File: src/rtl/pea_ctrl.sv
// pea_ctrl: loop sequencer for the 3x3 PE array (weights, ifmap rows, psum strobes)
module pea_ctrl #(
  parameter int unsigned CNT_WIDTH = 8,
  parameter int unsigned PE_LAT    = 2
) (
  input  logic                 clk,
  input  logic                 rstn,
  input  logic                 start,
  input  logic                 cfg_stride,
  input  logic [CNT_WIDTH-1:0] cfg_oh,
  input  logic [CNT_WIDTH-1:0] cfg_ic,
  input  logic [CNT_WIDTH-1:0] cfg_oc,
  input  logic                 wgt_vld,
  input  logic                 ifm_vld,
  output logic                 busy,
  output logic                 done,
  output logic                 stride,
  output logic                 wgt_read,
  output logic                 ifm_read,
  output logic                 pvalid,
  output logic                 ic_done,
  output logic                 oc_done
);

  localparam logic [2:0] S_IDLE    = 3'd0;
  localparam logic [2:0] S_LD_WGT  = 3'd1;
  localparam logic [2:0] S_COMPUTE = 3'd2;
  localparam logic [2:0] S_DRAIN   = 3'd3;
  localparam logic [2:0] S_DONE    = 3'd4;

  localparam int unsigned DRN_W = (PE_LAT > 1) ? $clog2(PE_LAT) : 1;
  localparam logic [DRN_W-1:0] DRN_LAST = DRN_W'(PE_LAT - 1);

  logic [2:0]           r_state;
  logic [2:0]           w_next_state;
  logic                 r_stride;
  logic [CNT_WIDTH-1:0] r_oh_max;
  logic [CNT_WIDTH-1:0] r_ic_max;
  logic [CNT_WIDTH-1:0] r_oc_max;
  logic [CNT_WIDTH-1:0] r_row_cnt;
  logic [CNT_WIDTH-1:0] r_ic_cnt;
  logic [CNT_WIDTH-1:0] r_oc_cnt;
  logic [1:0]           r_beat_cnt;
  logic [DRN_W-1:0]     r_drain_cnt;
  logic [PE_LAT-1:0]    r_win_dl;
  logic [PE_LAT-1:0]    r_last_dl;
  logic [PE_LAT-1:0]    r_ocl_dl;

  logic       w_wgt_read;
  logic       w_ifm_read;
  logic       w_win;
  logic       w_last;
  logic       w_ocl;
  logic [1:0] w_beat_last;
  logic       w_drain_end;
  logic       w_ic_wrap;
  logic       w_oc_wrap;

  // Zero-length loop config is treated as a single iteration
  function automatic logic [CNT_WIDTH-1:0] f_max(input logic [CNT_WIDTH-1:0] v);
    return (v == '0) ? '0 : v - CNT_WIDTH'(1);
  endfunction

  // Row 0 fills the 3-row window; later rows slide by the stride
  assign w_beat_last = (r_row_cnt == '0) ? 2'd2 : (r_stride ? 2'd1 : 2'd0);
  assign w_drain_end = (r_drain_cnt == DRN_LAST);
  assign w_ic_wrap   = (r_ic_cnt == r_ic_max);
  assign w_oc_wrap   = (r_oc_cnt == r_oc_max);

  // State register
  always_ff @(posedge clk or negedge rstn) begin
    if (!rstn) r_state <= S_IDLE;
    else       r_state <= w_next_state;
  end

  // Next-state and beat strobes
  always_comb begin
    w_next_state = r_state;
    w_wgt_read   = 1'b0;
    w_ifm_read   = 1'b0;
    w_win        = 1'b0;
    w_last       = 1'b0;
    w_ocl        = 1'b0;
    case (r_state)
      S_IDLE: begin
        if (start) w_next_state = S_LD_WGT;
      end
      S_LD_WGT: begin
        w_wgt_read = wgt_vld;
        if (wgt_vld && (r_beat_cnt == 2'd2)) w_next_state = S_COMPUTE;
      end
      S_COMPUTE: begin
        w_ifm_read = ifm_vld;
        if (ifm_vld && (r_beat_cnt == w_beat_last)) begin
          w_win = 1'b1;
          if (r_row_cnt == r_oh_max) begin
            w_last       = 1'b1;
            w_ocl        = w_ic_wrap;
            w_next_state = S_DRAIN;
          end
        end
      end
      S_DRAIN: begin
        if (w_drain_end) w_next_state = (w_ic_wrap && w_oc_wrap) ? S_DONE : S_LD_WGT;
      end
      S_DONE: begin
        w_next_state = S_IDLE;
      end
      default: begin
        w_next_state = S_IDLE;
      end
    endcase
  end

  // Config latch and loop counters
  always_ff @(posedge clk or negedge rstn) begin
    if (!rstn) begin
      r_stride    <= 1'b0;
      r_oh_max    <= '0;
      r_ic_max    <= '0;
      r_oc_max    <= '0;
      r_row_cnt   <= '0;
      r_ic_cnt    <= '0;
      r_oc_cnt    <= '0;
      r_beat_cnt  <= '0;
      r_drain_cnt <= '0;
    end else begin
      case (r_state)
        S_IDLE: begin
          if (start) begin
            r_stride    <= cfg_stride;
            r_oh_max    <= f_max(cfg_oh);
            r_ic_max    <= f_max(cfg_ic);
            r_oc_max    <= f_max(cfg_oc);
            r_row_cnt   <= '0;
            r_ic_cnt    <= '0;
            r_oc_cnt    <= '0;
            r_beat_cnt  <= '0;
            r_drain_cnt <= '0;
          end
        end
        S_LD_WGT: begin
          if (wgt_vld) begin
            if (r_beat_cnt == 2'd2) begin
              r_beat_cnt <= '0;
              r_row_cnt  <= '0;
            end else begin
              r_beat_cnt <= r_beat_cnt + 2'd1;
            end
          end
        end
        S_COMPUTE: begin
          r_drain_cnt <= '0;
          if (ifm_vld) begin
            if (r_beat_cnt == w_beat_last) begin
              r_beat_cnt <= '0;
              r_row_cnt  <= r_row_cnt + CNT_WIDTH'(1);
            end else begin
              r_beat_cnt <= r_beat_cnt + 2'd1;
            end
          end
        end
        S_DRAIN: begin
          if (w_drain_end) begin
            r_drain_cnt <= '0;
            if (w_ic_wrap) begin
              r_ic_cnt <= '0;
              if (!w_oc_wrap) r_oc_cnt <= r_oc_cnt + CNT_WIDTH'(1);
            end else begin
              r_ic_cnt <= r_ic_cnt + CNT_WIDTH'(1);
            end
          end else begin
            r_drain_cnt <= r_drain_cnt + DRN_W'(1);
          end
        end
        default: begin
        end
      endcase
    end
  end

  // PE latency delay line; free-running so stalls never delay queued strobes
  always_ff @(posedge clk or negedge rstn) begin
    if (!rstn) begin
      r_win_dl  <= '0;
      r_last_dl <= '0;
      r_ocl_dl  <= '0;
    end else begin
      r_win_dl  <= (r_win_dl << 1)  | PE_LAT'(w_win);
      r_last_dl <= (r_last_dl << 1) | PE_LAT'(w_last);
      r_ocl_dl  <= (r_ocl_dl << 1)  | PE_LAT'(w_ocl);
    end
  end

  assign busy     = (r_state != S_IDLE);
  assign done     = (r_state == S_DONE);
  assign stride   = r_stride;
  assign wgt_read = w_wgt_read;
  assign ifm_read = w_ifm_read;
  assign pvalid   = r_win_dl[PE_LAT-1];
  assign ic_done  = r_last_dl[PE_LAT-1];
  assign oc_done  = r_ocl_dl[PE_LAT-1];

endmodule

File: config.mk
export PLATFORM = sky130hd
export DESIGN_NAME = pea_ctrl
export DESIGN_NICKNAME = d
export VERILOG_FILES = /design/src/rtl/pea_ctrl.sv
export SDC_FILE = /design/constraint.sdc
export NUM_CORES = 1
export LEC_CHECK = 0
export CAP_MARGIN = 20
export CORE_MARGIN = 2
export CORE_UTILIZATION = 39
export CTS_BUF_LIST = sky130_fd_sc_hd__clkbuf_16
export DETAILED_ROUTE_END_ITERATION = 12
export HOLD_SLACK_MARGIN = 0.08
export SLEW_MARGIN = 20
export SYNTH_ARGS = -nofsm -noshare
export SYNTH_HDL_FRONTEND = slang
export SYNTH_SLANG_ARGS = --single-unit
File: constraint.sdc
create_clock -name clk -period 2 [get_ports clk]
set_input_delay 0.5 -clock clk [delete_from_list [all_inputs] [get_ports clk]]
set_output_delay 0.5 -clock clk [all_outputs]
set_load 0.05 [all_outputs]
After elaboration in Yosys (flattened, before gate mapping)

Cells that the tools add are included.
Widths: inputs -> output; s select.

Bits in registers: 61
Bits in latches: 0
Bits in writable memories: 0
ROM bits: 0
Bits of input ports: 30
Output and inout bits: 8
Word-level logic and storage cells: 107
Memories kept: 0

Add/sub/neg operators: 8
Multipliers: 0
Div/mod/pow operators: 0
Magnitude comparators: 0
Equality and inequality tests: 20
Shift-type cells: 0
Muxes and demuxes: 44
Bitwise operators: 3
Reductions and logical operators: 19

Operators by type and width:

| operator            | count |
|---|---|
| $mux 8              | 13 |
| $logic_not 8->1     | 4 |
| $pmux 8 s2          | 2 |
| $add 8x1->8 const B | 3 |
| $eq 8x8->1          | 3 |
| $pmux 8 s3          | 1 |
| $sub 8x1->8 const B | 3 |
| $ne 2x2->1 const B  | 11 |
| $mux 3              | 6 |
| $mux 1              | 13 |
| $mux 2              | 6 |
| $pmux 3 s4          | 1 |
| $reduce_and 5->1    | 2 |
| $reduce_bool 3->1   | 3 |
| $eq 3x2->1 const B  | 2 |
| $or 2x1->2          | 3 |
| $pmux 2 s3          | 1 |
| $reduce_and 6->1    | 1 |
| $reduce_and 2->1    | 2 |
| $reduce_and 4->1    | 1 |
| $eq 3x1->1 const B  | 1 |
| $eq 3x3->1 const B  | 1 |
| $logic_and 1x1->1   | 3 |
| $logic_not 3->1     | 1 |
| 7 further kinds     | 7 |

Logic depth before layout (Yosys ltp)

Gate-level depths: netlist of run 1.

Word-level depth: 7
Gate-level depth with buffers: 8
Gate-level depth less buffers: 7

Worst setup path after synthesis of run 1

OpenSTA, ideal clock, no wires.

Path type: register to output
From: register r_state[2]
To: output done
Arrival: 1850 ps
Required time: 1500 ps
Setup slack: -350 ps
Stages on the path, launching flop included: 4
Path buffers: 1
Path through: dfrtp_1 > clkbuf_1 > clkinv_1 > nor3_1

Cells in the longest elaborated chain, start to end: 1

RTL lines:

| what                   | RTL line | RTL |
|---|---|---|
| from (decl)            | 34       | `logic [2:0] r_state;` |
| from (signal assigned) | 73       | `else r_state <= w_next_state;` |
| $eq 3x3->1             | 196      | `assign done = (r_state == S_DONE);` |
| to (decl)              | 16       | `output logic done,` |

No other way between the ends.

Worst setup path in the final report of run 1

From: register r_row_cnt[0]
To: register r_row_cnt[0]

Cells in the longest elaborated chain, start to end: 5
Elaborated cells on any way between the ends: 9
Classes of those cells: 1 x add/sub; 2 x eq/ne; 4 x mux; 2 x reduce/logical

RTL lines:

| what                                                | RTL line | RTL |
|---|---|---|
| from (decl)                                         | 40       | `logic [CNT_WIDTH-1:0] r_row_cnt;` |
| from (signal assigned)                              | 157      | `r_row_cnt <= r_row_cnt + CNT_WIDTH'(1);` |
| branches (longest 5 deep; another with $add 8x1->8) | --       |  |

Several ways; the timed one is not identified. The select of a mux whose other input is x is not followed.
A chain may end at the register's enable or synchronous reset.

==> out/qor.log, run 1 <==
INFO  power          clockPowerShare=0.275
INFO  sta            layout_setup_ws=-0.0006344ns
INFO  layout         final.fill_count=776
INFO  place          dp.final_hpwl=5963um
INFO  sta            fin_worst_skew=0.006670ns
INFO  critical_path  reg2reg_to=r_row_cnt[0]$_DFFE_PN0P_
INFO  synth          synth_fa_ha_area_frac=0.03497
INFO  route          routed_wire_length_per_instance=13.76um
INFO  floorplan      chipHeight=99.79um
INFO  grt            pin_count_of_the_biggest_net_entering_global_routing=46
INFO  power          sequentialPowerShare=0.309
INFO  synth          yosys_warnings=0
INFO  power          net-switching-power=2.153mW
INFO  route          drt_pre_antenna_iters=4
INFO  power          p_comb_frac=0.416
INFO  sta            maxSlewHeadroom=0.6219
INFO  clock_network  number_of_buffers_added_to_fix_hold_violations_after_cts=0
INFO  place          preCtsSetupSlack=-0.3901ns
INFO  synth          synth_cell_type_count=53
INFO  synth          synth.avg_cell_area=9.343um2
INFO  layout         ant_diodes=0
INFO  synth          synth_sequential_area_ratio=0.4266
INFO  power          p_sw_frac=0.3595
INFO  clock_network  clk_pin_slew_worst_paths=0.05ns
INFO  critical_path  setup.worst_path.class=reg2reg
INFO  route          residual_drc=0
INFO  sta            finalSetupViolCount=1
INFO  clock_network  cts_sinks=61
INFO  grt            first_pass_grt_wire_length=14160um
INFO  sta            final.min_clock_period=2.001ns
INFO  route          drt_iter0_markers=213
INFO  place          port_buffers=37
INFO  layout         final-seq-area=1530um2
INFO  critical_path  worstSetupStartpointType=flip-flop
INFO  synth          synth_nets=423
INFO  route          routed_via_density=5.170
INFO  critical_path  reg2regPathDepth=7
INFO  layout         finalInstanceArea=5064um2
INFO  layout         fin_nets=528
INFO  hold_path      hold_path_class=in2async
INFO  sta            grt_setup_unrepaired=true
INFO  clock_network  clockRootBuffer=clkbuf_16
INFO  floorplan      design.portCount=38
INFO  critical_path  arrival=2.21ns
INFO  synth          multiplexer_fraction_of_the_synthesized_cell_area=0.04266
INFO  flow_run       maxCapViolations=0
INFO  clock_network  clock_insertion_delay_worst_skew=0.33ns
INFO  critical_path  worst_ep_required_time=2.21ns
INFO  synth          synth_edf_count=0
INFO  floorplan      placement_rows=34
INFO  route          num_vias=3107
INFO  floorplan      initial_core_util=0.4064
INFO  floorplan      dieWidth=99.79um
INFO  grt            via_count_of_the_first_global_routing_pass=3045
INFO  sta            final_report_hold_violation_count=0
INFO  power          power_report.internal_total=3.836mW
INFO  run_status     result_of_the_run=finished, violations left
INFO  floorplan      dieArea=9958um2
INFO  synth          ys_ff_latch=61
INFO  synth          synth_compound_gate_area_share=0.1136
INFO  power          power_density_over_cell_area=1183nW/um2
INFO  critical_path  worst_r2r_startpoint=r_row_cnt[0]$_DFFE_PN0P_
INFO  critical_path  regToRegSetupSlack=-0.0006ns
INFO  clock_network  cts_htree_levels=3
INFO  synth          area_of_the_mapped_netlist=3578um2
INFO  run_status     failed_checks=negative setup slack
INFO  synth          async_reset_ff_frac=1.000
INFO  critical_path  worstPathMaxFanout=3
INFO  synth          synth_xor_xnor_area_share=0.1028
INFO  route          route.final.wire_length=8271um
INFO  place          place.gp.congestion=0.8631
INFO  sta            report.final.slew_viol_count=0
INFO  place          placement.cell_area=4599um2
INFO  critical_path  end_kind=flip-flop
INFO  sta            timing.final.crit_share=1.000
INFO  synth          synth_top_family_by_area=simple AND/OR/NAND/NOR gates
INFO  route          detail-route-antenna-nets=0
INFO  power          p_leak=2.241nW
INFO  synth          post_synth_and_or_nand_nor_area_fraction=0.2486
INFO  grt            track_usage=0.1778
INFO  layout         post_route_cells_drive_above_1_share=0.2454
INFO  sta            timing_worst_slew_pin_value=0.5612ns
INFO  synth          synth-main-ff-cell=dfrtp_1
INFO  synth          syn-instance-count=383
INFO  sta            fmax=0.4998GHz
INFO  grt            antenna_violations_before_repair=0
INFO  layout         layout-area-overhead-vs-synth=41.50%
INFO  layout         multiInputGateArea=2069um2
INFO  clock_network  cts-buffers-inserted=9
INFO  grt            grt_overflow_total=0
INFO  floorplan      coreArea=8806um2
INFO  power          max-vdd-ir-drop=0.0005526V
INFO  clock_network  cts_buffer_depth=2
INFO  clock_network  tritoncts_clock_tree=built
## critical path: stages (launching register included)
cell and delay (ns):
dfrtp_1 0.37, inv_1 0.06, ha_2 0.15, nor3b_4 0.31, a211oi_4 0.13, or3_4 0.42
nor2b_1 0.18, mux2_2 0.26
## power by group through the flow
stage	Combinational (mW)	Clock [mW]	Sequential, mW
final	2.49	1.65	1.85
after global routing	2.77	1.74	1.90
after CTS	2.35	1.67	1.85
after detailed placement	2.28	0	1.87
after global placement	2.24	0	1.87
after floorplan	1.33	0	1.84
## metrics by stage
step	setup TNS (ns)	util	hold slack [ns]	cells	power, mW
3_3_place_gp	-9.891	0.5223	0.3318	581	4.112
3_5_place_dp	-10.05	0.5223	0.3347	581	4.154
2_1_floorplan	0	-	0.2044	383	3.170
4_1_cts	0	0.5627	0.1181	599	5.872
6_report	-0.0006344	0.5750	0.1066	601	5.990
5_1_grt	-0.8447	0.5750	0.1346	601	6.401
## sequential cells by signal, indices dropped and copies added, names as in the netlist
name,count
r_oh_max,8
r_win_dl,2
stride,1
r_state,3
r_drain_cnt,1
r_ocl_dl,2
r_oc_max,8
r_row_cnt,8
r_last_dl,2
r_beat_cnt,2
r_oc_cnt,8
r_ic_max,8
r_ic_cnt,8
## area by class of cell
class,instances,area share
clock buffer,9,0.04448
multi-input combinational,296,0.4087
sequential,61,0.3022
tap,108,0.02669
clock inverter,7,0.01779
timing repair buffer,105,0.1888
inverter,15,0.01137
## metal layers
| metal | share of wire | vias up | GRT usage |
|---|---|---|---|
| met3 | 0.025 | 7 | 0.03830 |
| met2 | 0.47 | 50 | 0.2838 |
| li1 | - | 1588 | - |
| met1 | 0.49 | 1462 | 0.2423 |
| met4 | 0.011 | 0 | 0.05796 |
| met5 | 0 | - | 0 |
## logic make-up after synthesis
logic type | count (synthesis)
XOR/XNOR | 42
flip-flops | 61
buffers and inverters | 26
AO/OA/AOI/OAI | 62
adder cells (fa/ha/maj) | 10
AND/OR/NAND/NOR | 167
multiplexers | 15
## how the worst max path moves through the flow
stage | from | endpoint | slack, ns
floorplan | r_row_cnt[0]$_DFFE_PN0P_ | r_row_cnt[0]$_DFFE_PN0P_ | 0.02
global placement | start | r_oc_cnt[2]$_DFFE_PN0P_ | -0.37
detailed placement | start | r_oc_cnt[2]$_DFFE_PN0P_ | -0.39
CTS | wgt_vld | r_row_cnt[3]$_DFFE_PN0P_ | 0.002
global route | r_row_cnt[1]$_DFFE_PN0P_ | r_row_cnt[4]$_DFFE_PN0P_ | -0.14
finish | r_row_cnt[0]$_DFFE_PN0P_ | r_row_cnt[0]$_DFFE_PN0P_ | -0.0006
## Yosys cell counts, types with 2 or more instances
cell type | count | share of area
nor2_1 | 26 | 0.027
and2_1 | 5 | 0.0087
and4_1 | 2 | 0.0049
dfrtp_1 | 61 | 0.43
nand3_1 | 14 | 0.020
ha_1 | 10 | 0.035
clkbuf_1 | 8 | 0.0084
a211oi_1 | 2 | 0.0042
nor2b_1 | 5 | 0.0087
or4_1 | 8 | 0.017
xor2_1 | 16 | 0.039
and3_1 | 5 | 0.0087
nand4_1 | 9 | 0.016
nand2_1 | 49 | 0.051
xnor2_1 | 26 | 0.064
mux2i_1 | 13 | 0.036
inv_1 | 14 | 0.015
o31ai_1 | 8 | 0.017
or3_1 | 2 | 0.0035
nand2b_1 | 9 | 0.016
o21ai_0 | 29 | 0.041
nor3_1 | 13 | 0.018
nor4_1 | 10 | 0.017
a21oi_1 | 9 | 0.013
o41ai_1 | 2 | 0.0049
## cells in the final DEF, fill, tap and decap left out, types with 3 or more instances in the layout
master and n:
o21ai_0 29, inv_1 13, nor3_1 8, buf_4 65, nor4_1 6, dfrtp_1 58
clkdlybuf4s50_1 29, dfrtp_2 3, a21oi_1 9, nand4_1 9, xnor2_1 26, nand3_1 14
buf_12 7, and3_1 4, ha_1 9, xor2_1 16, nand2b_1 9, nand2_1 47
o31ai_1 8, nor2b_1 5, nor4_2 3, nor2_1 25, mux2i_1 13, or4_1 8
clkinv_2 3, clkbuf_16 9, and2_1 5, nor3_2 5
## repair_timing
action,CTS,global route
setup endpoints to repair,15,21
gates resized for setup,8,20
pin swaps,2,8
setup buffers,2,2
(Power assumes the default switching activity.)
==> inputs of run 2 (changes only) <==
MAX_ROUTING_LAYER = met4   (was unset)
==> run 2 against run 1 <==
The flow still finishes with violations (negative setup slack). Total power barely moved. Clock skew barely moved. Via count fell by 0.16%. Global-route usage rose by 0.51 points. Die area did not move. Worst setup slack barely moved. Final cell count did not move. Count of clock-buffer cells in the layout did not move.
==> out/qor.log, run 2 (synthesized netlist as in run 1, its figures left out) <==
INFO  floorplan      coreArea=8806um2 [unchanged]
INFO  clock_network  cts_buffer_depth=2 [unchanged]
INFO  clock_network  tritoncts_clock_tree=built
INFO  route          routed_via_density=5.161 [-0.16%]
INFO  grt            antenna_violations_before_repair=0 [unchanged]
INFO  power          p_sw_frac=0.3589 [-0.0006416]
INFO  route          routed_wire_length_per_instance=13.62um [-1.0%]
INFO  layout         post_route_cells_drive_above_1_share=0.2454 [unchanged]
INFO  floorplan      design.portCount=38 [unchanged]
INFO  route          route.final.wire_length=8185um [-1.0%]
INFO  place          dpl_cells=581 [unchanged]
INFO  run_status     failed_checks=negative setup slack
INFO  layout         finalInstanceArea=5064um2 [unchanged]
INFO  power          p_leak=2.241nW [about the same]
INFO  floorplan      dieArea=9958um2 [unchanged]
INFO  run_status     result_of_the_run=finished, violations left
INFO  place          dp.final_hpwl=5963um [unchanged]
INFO  power          power_density_over_cell_area=1182nW/um2 [about the same]
INFO  sta            finalSetupViolCount=1 [unchanged]
INFO  grt            pin_count_of_the_biggest_net_entering_global_routing=46 [unchanged]
INFO  critical_path  worst_ep_required_time=2.21ns [about the same]
INFO  clock_network  clk_pin_slew_worst_paths=0.05ns [about the same]
INFO  floorplan      dieWidth=99.79um [unchanged]
INFO  flow_run       maxCapViolations=0 [unchanged]
INFO  critical_path  end_kind=flip-flop
INFO  layout         layout-area-overhead-vs-synth=41.50% [unchanged]
INFO  clock_network  number_of_buffers_added_to_fix_hold_violations_after_cts=0 [unchanged]
INFO  clock_network  clockRootBuffer=clkbuf_16
INFO  place          port_buffers=37 [unchanged]
INFO  grt            track_usage=0.1829 [+0.005138]
INFO  grt            via_count_of_the_first_global_routing_pass=3047 [+0.066%]
INFO  sta            final_report_hold_violation_count=0 [unchanged]
INFO  route          num_vias=3102 [-0.16%]
INFO  clock_network  cts_sinks=61 [unchanged]
INFO  route          residual_drc=0 [unchanged]
INFO  power          net-switching-power=2.148mW [-0.27%]
INFO  power          power_report.internal_total=3.837mW [about the same]
INFO  sta            timing_worst_slew_pin_value=0.5533ns [-0.007920 ns]
INFO  critical_path  setup.worst_path.class=reg2reg
INFO  place          placement.cell_area=4599um2 [unchanged]
INFO  layout         post_layout_nonfiller_instances=601 [unchanged]
INFO  power          sequentialPowerShare=0.309 [about the same]
INFO  critical_path  worstSetupStartpointType=flip-flop
INFO  floorplan      placement_rows=34 [unchanged]
INFO  sta            final.min_clock_period=2.001ns [+0.0002558 ns]
INFO  clock_network  cts-buffers-inserted=9 [unchanged]
INFO  sta            fin_worst_skew=0.006433ns [-0.0002376 ns]
INFO  floorplan      chipHeight=99.79um [unchanged]
INFO  layout         mostFrequentLayoutCells=65 x buf_4, 58 x dfrtp_1, 47 x nand2_1
INFO  place          place.gp.congestion=0.8770 [+1.6%]
INFO  clock_network  cts_htree_levels=3 [unchanged]
INFO  critical_path  worstPathMaxFanout=3 [unchanged]
INFO  layout         postLayoutCoreUtil=0.5750 [unchanged]
INFO  hold_path      hold_path_class=in2async
INFO  layout         fin_nets=528 [unchanged]
INFO  grt            grt_overflow_total=0 [unchanged]
INFO  clock_network  clock_insertion_delay_worst_skew=0.33ns [about the same]
INFO  sta            fmax=0.4998GHz [about the same]
INFO  power          max-vdd-ir-drop=0.0005513V [-0.23%]
INFO  sta            maxSlewHeadroom=0.6273 [+0.005336]
INFO  critical_path  arrival=2.21ns [about the same]
INFO  power          p_comb_frac=0.416 [about the same]
INFO  route          drt_iter0_markers=253 [+19%]
INFO  sta            layout_setup_ws=-0.0008902ns [-0.0002558 ns]
INFO  route          drt_pre_antenna_iters=4 [unchanged]
INFO  layout         layout.cells.most_common=buf_4
INFO  floorplan      initial_core_util=0.4064 [unchanged]
INFO  sta            report.final.slew_viol_count=0 [unchanged]
INFO  route          detail-route-antenna-nets=0 [unchanged]
INFO  sta            grt_setup_unrepaired=true
INFO  power          clockPowerShare=0.275 [about the same]
INFO  grt            first_pass_grt_wire_length=14180um [+0.15%]
INFO  layout         final.fill_count=776 [unchanged]
INFO  sta            timing.final.crit_share=1.000 [about the same]
INFO  place          preCtsSetupSlack=-0.3901ns [unchanged]
INFO  layout         ant_diodes=0 [unchanged]
-- run 2: cell type report --
| cell class | instances | area, um2 | area share |
|---|---|---|---|
| tap | 108 | 135.1 | 0.02669 |
| clock inverter | 7 | 90.09 | 0.01779 |
| sequential | 61 | 1530 | 0.3022 |
| multi-input combinational | 296 | 2069 | 0.4087 |
| inverter | 15 | 57.56 | 0.01137 |
| clock buffer | 9 | 225.2 | 0.04448 |
| timing repair buffer | 105 | 955.9 | 0.1888 |
-- run 2: repair_timing --
item                                    4_1_cts  5_1_grt
buffers inserted                              2        2
endpoints found under the setup margin       15       22
pin swaps                                     2        8
resized for setup                             8       21
-- run 2: power by group through the flow --
stage | sequential, mW | combinational [mW] | clock (mW)
6_report | 1.85 | 2.49 | 1.64
5_1_grt | 1.89 | 2.77 | 1.73
3_5_place_dp | 1.87 | 2.28 | 0
2_1_floorplan | 1.84 | 1.33 | 0
3_3_place_gp | 1.87 | 2.24 | 0
4_1_cts | 1.85 | 2.35 | 1.67
-- run 2: worst max-delay path, cell delays in order, from the launching register on --
cell and delay, ns:
dfrtp_1 0.37, inv_1 0.06, ha_2 0.15, nor3b_4 0.31
a211oi_4 0.13, or3_4 0.42, nor2b_1 0.18, mux2_2 0.26
-- run 2: path summary, 6_finish.rpt --
path / from / to / slack [ns] / cells past startpoint
worst max-delay path: r_row_cnt[0]$_DFFE_PN0P_ / r_row_cnt[0]$_DFFE_PN0P_ / -0.0009 / 7
worst min-delay path: rstn / r_oh_max[3]$_DFFE_PN0P_ / 0.11 / 1
worst max register to register: r_row_cnt[0]$_DFFE_PN0P_ / r_row_cnt[0]$_DFFE_PN0P_ / -0.0009 / 7
worst min register to register: r_ocl_dl[0]$_DFF_PN0_ / r_ocl_dl[1]$_DFF_PN0_ / 0.35 / 0
max in group asynchronous: rstn / r_state[2]$_DFFE_PN0P_ / 1.29 / 2
min in group clk: r_ocl_dl[0]$_DFF_PN0_ / r_ocl_dl[1]$_DFF_PN0_ / 0.35 / 0
-- run 2: metal layers --
layer  wire length (um)  GRT usage  vias up
met5                  0          -        -
met4                108    0.07060        0
met3                233    0.02786        9
met2               3828     0.2838       52
met1               4014     0.2432     1454
li1                   -          -     1587
-- run 2: stage by stage --
step,setup TNS (ns),hold slack (ns),power [mW]
3_5_place_dp,-10.05,0.3347,4.154
6_report,-0.0008902,0.1079,5.984
3_3_place_gp,-9.891,0.3318,4.112
4_1_cts,0,0.1181,5.872
2_1_floorplan,0,0.2044,3.170
5_1_grt,-0.8454,0.1381,6.395
